## src/rtl/integral_peak_finder.sv

```systemverilog
// Pulse peak detector downstream of gated_integrator: threshold trigger, track to
// maximum, emit (peak, timestamp) records through a one-deep valid/ready register.
module integral_peak_finder #(
    parameter int unsigned P_NBITS_SUM  = 20,
    parameter int unsigned P_NBITS_TIME = 32,
    parameter int unsigned P_NBITS_HOLD = 8,
    parameter int unsigned P_NBITS_DROP = 16
) (
    input  logic                    clk,
    input  logic                    rst_n,
    input  logic [P_NBITS_SUM-1:0]  sum,
    input  logic                    sum_valid,
    input  logic [P_NBITS_SUM-1:0]  thresh,
    input  logic [P_NBITS_HOLD-1:0] holdoff,
    output logic [P_NBITS_SUM-1:0]  pk_val,
    output logic [P_NBITS_TIME-1:0] pk_time,
    output logic                    pk_valid,
    input  logic                    pk_rdy,
    output logic                    busy,
    output logic [P_NBITS_DROP-1:0] drop_cnt
);

    typedef enum logic [1:0] {
        S_IDLE  = 2'd0,
        S_TRACK = 2'd1,
        S_HOLD  = 2'd2,
        S_REARM = 2'd3
    } state_e;

    state_e                  state_q, state_d;
    logic [P_NBITS_TIME-1:0] ts_q;
    logic [P_NBITS_SUM-1:0]  max_q, max_d;
    logic [P_NBITS_TIME-1:0] tmax_q, tmax_d;
    logic [P_NBITS_HOLD-1:0] cnt_q, cnt_d;
    logic [P_NBITS_SUM-1:0]  pk_val_q, pk_val_d;
    logic [P_NBITS_TIME-1:0] pk_time_q, pk_time_d;
    logic                    pk_valid_q, pk_valid_d;
    logic [P_NBITS_DROP-1:0] drop_q, drop_d;
    logic                    busy_q;
    logic                    emit_c;
    logic                    load_c;

    // State, tracking and output registers
    always_ff @(posedge clk or negedge rst_n) begin
        if (!rst_n) begin
            state_q    <= S_IDLE;
            ts_q       <= '0;
            max_q      <= '0;
            tmax_q     <= '0;
            cnt_q      <= '0;
            pk_val_q   <= '0;
            pk_time_q  <= '0;
            pk_valid_q <= 1'b0;
            drop_q     <= '0;
            busy_q     <= 1'b0;
        end else begin
            state_q    <= state_d;
            ts_q       <= ts_q + P_NBITS_TIME'(1);
            max_q      <= max_d;
            tmax_q     <= tmax_d;
            cnt_q      <= cnt_d;
            pk_val_q   <= pk_val_d;
            pk_time_q  <= pk_time_d;
            pk_valid_q <= pk_valid_d;
            drop_q     <= drop_d;
            busy_q     <= (state_d != S_IDLE);
        end
    end

    // Trigger / track / holdoff / re-arm sequencing
    always_comb begin
        state_d = state_q;
        max_d   = max_q;
        tmax_d  = tmax_q;
        cnt_d   = cnt_q;
        emit_c  = 1'b0;
        case (state_q)
            S_IDLE: begin
                if (sum_valid && (sum >= thresh)) begin
                    state_d = S_TRACK;
                    max_d   = sum;
                    tmax_d  = ts_q;
                end
            end
            S_TRACK: begin
                // Ties keep the earliest timestamp; threshold is ignored while tracking
                if (!sum_valid) begin
                    state_d = S_IDLE;
                end else if (sum > max_q) begin
                    max_d  = sum;
                    tmax_d = ts_q;
                end else if (sum < max_q) begin
                    emit_c  = 1'b1;
                    state_d = S_HOLD;
                    cnt_d   = holdoff;
                end
            end
            S_HOLD: begin
                if (cnt_q == '0) begin
                    state_d = S_REARM;
                end else begin
                    cnt_d = cnt_q - P_NBITS_HOLD'(1);
                end
            end
            S_REARM: begin
                if (!sum_valid || (sum < thresh)) begin
                    state_d = S_IDLE;
                end
            end
            default: state_d = S_IDLE;
        endcase
    end

    // Output register: accept-and-reload in one cycle, otherwise drop and count
    always_comb begin
        pk_val_d   = pk_val_q;
        pk_time_d  = pk_time_q;
        pk_valid_d = pk_valid_q;
        drop_d     = drop_q;
        load_c     = emit_c && (!pk_valid_q || pk_rdy);
        if (pk_valid_q && pk_rdy) begin
            pk_valid_d = 1'b0;
        end
        if (load_c) begin
            pk_val_d   = max_q;
            pk_time_d  = tmax_q;
            pk_valid_d = 1'b1;
        end else if (emit_c && (drop_q != '1)) begin
            drop_d = drop_q + P_NBITS_DROP'(1);
        end
    end

    assign pk_val   = pk_val_q;
    assign pk_time  = pk_time_q;
    assign pk_valid = pk_valid_q;
    assign busy     = busy_q;
    assign drop_cnt = drop_q;

endmodule
```

## config.mk

```make
export PLATFORM = sky130hd
export DESIGN_NAME = integral_peak_finder
export DESIGN_NICKNAME = d
export VERILOG_FILES = /design/src/rtl/integral_peak_finder.sv
export SDC_FILE = /design/constraint.sdc
export NUM_CORES = 1
export LEC_CHECK = 0
export CAP_MARGIN = 20
export CORE_ASPECT_RATIO = 1.75
export CORE_UTILIZATION = 35
export DETAILED_ROUTE_END_ITERATION = 10
export PLACE_DENSITY = 0.64
export SLEW_MARGIN = 5
export SYNTH_ARGS = -nofsm -noshare
export SYNTH_HDL_FRONTEND = slang
export SYNTH_SLANG_ARGS = --single-unit
export TNS_END_PERCENT = 50
```

## constraint.sdc

```tcl
create_clock -name clk -period 5.1 [get_ports clk]
set_input_delay 1.02 -clock clk [delete_from_list [all_inputs] [get_ports clk]]
set_output_delay 1.02 -clock clk [all_outputs]
set_load 0.02 [all_outputs]
```

======== Word-level counts from Yosys, hierarchy flattened ========
Cells that the tools add are included.
storage, ports and cells
  memories ................................ 0
  ROM bits ................................ 0
  bits in registers ....................... 164
  word-level logic and storage cells ...... 71
  latch bits .............................. 0
  output and inout bits ................... 70
  input port bits ......................... 52
  bits in writable memories ............... 0
cells by class
  shift-type cells ........................ 0
  bitwise gates (word level) .............. 1
  div/mod/pow operators ................... 0
  order comparisons ....................... 4
  reduce and logical (&&, ||, !) cells .... 17
  add/sub/neg operators ................... 3
  $mul .................................... 0
  muxes and demuxes ....................... 26
  eq/ne operators ......................... 10
operator list
  operator                                              number
  two-way mux 32 bit                                    3
  one-hot mux 32 bit (2 select lines)                   1
  two-way mux 20 bit                                    3
  < comparator 20 bit                                   2
  one-hot mux 20 bit (2 select lines)                   1
  adder 32 x 1 -> 32 bit (second input constant)        1
  two-way mux 8 bit                                     4
  >= comparator 20 bit                                  1
  > comparator 20 bit                                   1
  adder 16 x 1 -> 16 bit (second input constant)        1
  inequality test 16 bit (second input constant)        1
  one-hot mux 8 bit (2 select lines)                    1
  two-way mux 2 bit                                     6
  inequality test 2 bit (second input constant)         6
  zero test 8 bit                                       1
  one-hot mux 2 bit (4 select lines)                    1
  nonzero test 2 bit                                    4
  subtractor 8 x 1 -> 8 bit (second input constant)     1
  two-way mux 1 bit                                     6
  AND reduction 5 bit                                   1
  equality test 2 bit (second input constant)           2
  logical AND 1 bit                                     4
  AND reduction 4 bit                                   1
  equality test 2 x 1 -> 1 bit (second input constant)  1
  5 further kinds                                       7

======== Logic depth before layout (Yosys ltp) ========
  word-level depth ........................ 8
  mapped depth ............................ 11
  mapped depth without buffers ............ 9

======== Least setup slack after synthesis ========
Ideal clock, no wire load.
  path kind ............................... input -> register
  start ................................... input port sum[18]
  end ..................................... register tmax_q[7]
  buffers on the path ..................... 1
  data required time ...................... 4.975 ns
  stages on the path ...................... 9
  path slack .............................. 1.954 ns
  library setup time ...................... 0.125 ns
  arrival time ............................ 3.021 ns
  cell sequence ........................... ha_1 -> nand4_1 -> nor4_1 -> o21ai_1 -> and3_1 -> nand2b_1 -> o21ai_2 -> buf_4 -> mux2_2
on the way
  word-level cells in the longest chain between the ends .. 4
  elaborated cells between the ends (all ways) .. 6
  classes of those cells .................. order compare (2); eq/ne (2); reduce/logical (2)
ends and longest elaborated chain
  item                                    line  source
  start, declared                         11    input logic [P_NBITS_SUM-1:0] sum,
  >= comparator 20 bit                    79    if (sum_valid && (sum >= thresh)) begin
  logical AND 1 bit                       79
  inequality test 2 bit (no source line)  --
  AND reduction 4 bit (no source line) *  --
  end signal, assigned                    60    tmax_q <= tmax_d;
  end, declared                           33    logic [P_NBITS_TIME-1:0] tmax_q, tmax_d;
Every way passes the cells marked *; elsewhere a longest branch is shown, timed or not.
A chain may end at the register's enable or synchronous reset.

======== Worst setup path in the final report ========
  start ................................... input port sum[15]
  end ..................................... register max_q[10]
on the way
  word-level cells in the longest chain between the ends .. 4
  elaborated cells between the ends (all ways) .. 6
  classes of those cells .................. order compare (2); eq/ne (2); reduce/logical (2)
ends and longest elaborated chain
  item                                    line  source
  >= comparator 20 bit                    79
  logical AND 1 bit                       79
  inequality test 2 bit (no source line)  --
  AND reduction 4 bit (no source line) *  --
  end signal, assigned                    59    max_q <= max_d;
  end, declared                           32    logic [P_NBITS_SUM-1:0] max_q, max_d;
Marked as above.

==> flow_summary.json <==
{
  "synth_top_family_by_area": "multiplexers",
  "final_common_cell": "dfrtp_1",
  "worst_path_largest_cell_delay_ns": 0.77,
  "insertion_delay_ns": 0.43,
  "min_period_ns": 4.22,
  "ys_warn_count": 0,
  "irDropWorstVdd_mv": 0.181,
  "grt_max_degree": 90,
  "leakagePower_nw": 4.67,
  "die_w_microns": 114,
  "muxShareOfSynthArea": 0.128,
  "cp-end-kind": "register",
  "r2r-start": "max_q[15]",
  "ys_types": 42,
  "outcome": "finished clean",
  "cts_root_buffer": "clkbuf_16",
  "path_buf_inv": 2,
  "min_from": "ts_q[31]",
  "crit_family": "simple AND/OR/NAND/NOR gates",
  "synth-adder-area-share": 0.0723,
  "cp.arrival_ns": 4.52,
  "synth-seq-cells": 164,
  "post-cts-setup-buffer-count": 0,
  "r2r_slack_ns": 1.58,
  "fmax_mhz": 237,
  "critPathMaxFanout": 27,
  "switching_share": 0.301,
  "grt_pass1_vias": 5347,
  "stdcell_count": 1091,
  "slew_violations": 0,
  "syn-num-nets": 752,
  "worstRegToRegCells": 10,
  "multi_input_area_sq_um": 3200,
  "cts_buffers": 17,
  "path_cells": "clkdlybuf4s50_1, ha_1, nand4_1, nor4_1, o21ai_1, and3_1, nand2b_1, o21ai_4, buf_12, mux2_1",
  "setup_violations": 0,
  "placed_cells": 1060,
  "min_to": "ts_q[31]",
  "synth.cell_area_sq_um": 7620,
  "grt_pass1_wl_microns": 26400,
  "drv_cap": 0,
  "postSynthAreaPerCell_sq_um": 11.6,
  "rsz0062_at_grt": "no",
  "gr-total-overflow": 0,
  "avgRoutedWirePerCell_microns": 14.6,
  "synth_xor_area_frac": 0.0517,
  "synth_ff_type": "dfrtp_1",
  "p_seq_frac": 0.404,
  "drive_gt1_frac": 0.126,
  "cts.path.max_buffers": 2,
  "numPortBuffers": 121,
  "antenna_found_initial": 0,
  "synth.largest_area_cell": "dfrtp_1",
  "nFillCells": 1967,
  "hold_buffers": 0,
  "synth_top_area_frac": 0.539,
  "seq_area_frac_synth": 0.539,
  "rows": 71,
  "critPathKind": "primary input to register",
  "vias": 5198,
  "nNetsFinal": 883,
  "initial_core_util": 0.356,
  "hold_depth": 1,
  "routabilityCongestion": 0.807,
  "synthesis.instances": 656,
  "seq_area_sq_um": 4100,
  "vias_per_cell": 4.76,
  "finalHoldViolCount": 0,
  "area_delta_synth_final_pct": 28.8,
  "fin_setup_tns_ns": 0,
  "cts_tree": "built",
  "pin_count": 122,
  "dp_hpwl_microns": 11600,
  "drtAntennaViolNets": 0,
  "crit_slowest_cell": "o21ai_4",
  "maxSlewHeadroom": 0.368,
  "setup.worst_path.start_class": "primary input",
  "hold_class": "register to register",
  "cp_data_required_time_ns": 5.40,
  "combPwrFrac": 0.269,
  "coreArea_sq_um": 21400,
  "drc": 0,
  "internal_power_mw": 2.94,
  "p_switching_mw": 1.26,
  "synth-compound-area-share": 0.0560,
  "dieArea_sq_um": 22400,
  "fin_skew_ns": 0.00989,
  "synthSimpleGateAreaFrac": 0.110,
  "power_density_nw_per_um2": 429,
  "synth_area_leaders": "dfrtp_1 (54%), mux2_2 (8.3%), ha_1 (7.2%), mux2_1 (4.4%), inv_1 (2.9%)",
  "final_cell_mix": "dfrtp_1 (164), clkdlybuf4s50_1 (120), inv_1 (59)",
  "drt_iter0_drc": 232,
  "die_h_microns": 197,
  "cts-resized-gates": 0,
  "ys_async_sr_fraction": 1.00,
  "cts.htree.levels": 4,
  "clk_pin_slew_ns": 0.06,
  "pwr-share-clk": 0.326,
  "rr_endpoint": "max_q[10]",
  "finalCritPeriodShare": 0.827,
  "worst_pin_slew_ns": 0.944,
  "synth-edff-count": 0,
  "cts.sinks": 164,
  "first_pass_iters": 4,
  "antenna_cells": 0,
  "wl_microns": 15900,
  "grt_use_total": 0.153
}
synth_stat cells (3+ instances only):
library cell	number
mux2_1	30
clkbuf_1	7
dfrtp_1	164
o21ai_0	32
xor2_1	21
nor2b_1	3
mux2_2	56
a21oi_1	19
nand2b_1	5
ha_1	44
nor2_1	21
nor3_2	4
nand3_1	24
inv_1	59
and4_1	5
nand4_1	14
and2_1	3
nand2_1	54
buf_2	3
o211ai_1	4
and3_1	5
buf_4	5
xnor2_1	24
nor4_1	5
nor3_1	17
a21o_1	6
final cells by class:
| cell class | instances | area share |
|---|---|---|
| clock buffer | 21 | 0.0469 |
| clock inverter | 10 | 0.0175 |
| inverter | 59 | 0.0226 |
| multi-input combinational | 416 | 0.326 |
| sequential | 164 | 0.418 |
| tap | 292 | 0.0372 |
| timing repair buffer | 129 | 0.131 |
layer usage:
layer,track usage,vias up,part of all wire
li1,-,2514,-
met2,0.280,112,0.54
met4,0.0809,0,0.035
met5,0,-,0
met3,0.0350,32,0.034
met1,0.161,2540,0.39
registers in the layout, indices dropped and copies added (netlist names):
signal and cells:
pk_time 32, busy 1, cnt_q 8, drop_cnt 16, max_q 20, pk_valid 1
state_q 2, ts_q 32, pk_val 20, tmax_q 32
worst max path at each step:
| stage | cells past startpoint | slack, ns | endpoint | start |
|---|---|---|---|---|
| after floorplan | 9 | 1.95 | tmax_q[7] | sum[18] |
| after global placement | 10 | 0.43 | max_q[11] | sum[18] |
| after detailed placement | 10 | 0.40 | max_q[12] | sum[15] |
| after CTS | 10 | 0.83 | max_q[10] | sum[15] |
| after global routing | 10 | 0.65 | max_q[10] | sum[15] |
| final | 10 | 0.88 | max_q[10] | sum[15] |
stage by stage:
stage / area [sq um] / utilization / hold WS, ns / setup WS, ns / power, mW
2_1_floorplan: 7620 / - / 0.436 / 1.95 / 2.40
3_3_place_gp: 9180 / 0.429 / 0.465 / 0.434 / 2.85
3_5_place_dp: 9180 / 0.429 / 0.461 / 0.395 / 2.88
4_1_cts: 9810 / 0.458 / 0.471 / 0.828 / 4.27
5_1_grt: 9810 / 0.458 / 0.495 / 0.648 / 4.47
6_report: 9810 / 0.458 / 0.467 / 0.881 / 4.20
power by group through the flow:
| stage | clock network, mW | logic, mW | registers, mW |
|---|---|---|---|
| after floorplan | 0 | 0.586 | 1.82 |
| after global placement | 0 | 1.13 | 1.72 |
| after detailed placement | 0 | 1.15 | 1.73 |
| after CTS | 1.41 | 1.15 | 1.70 |
| after global routing | 1.47 | 1.26 | 1.74 |
| final | 1.37 | 1.13 | 1.70 |
logic make-up after synthesis:
logic type                 Yosys count
xor gates and xnor gates            45
muxes                               87
buffers and inverters               76
and+or+nand+nor                    166
adders and majority gates           44
DFF                                164
AOI/OAI and AO/OA                   74
No activity file was read; power rests on OpenSTA's default activity.
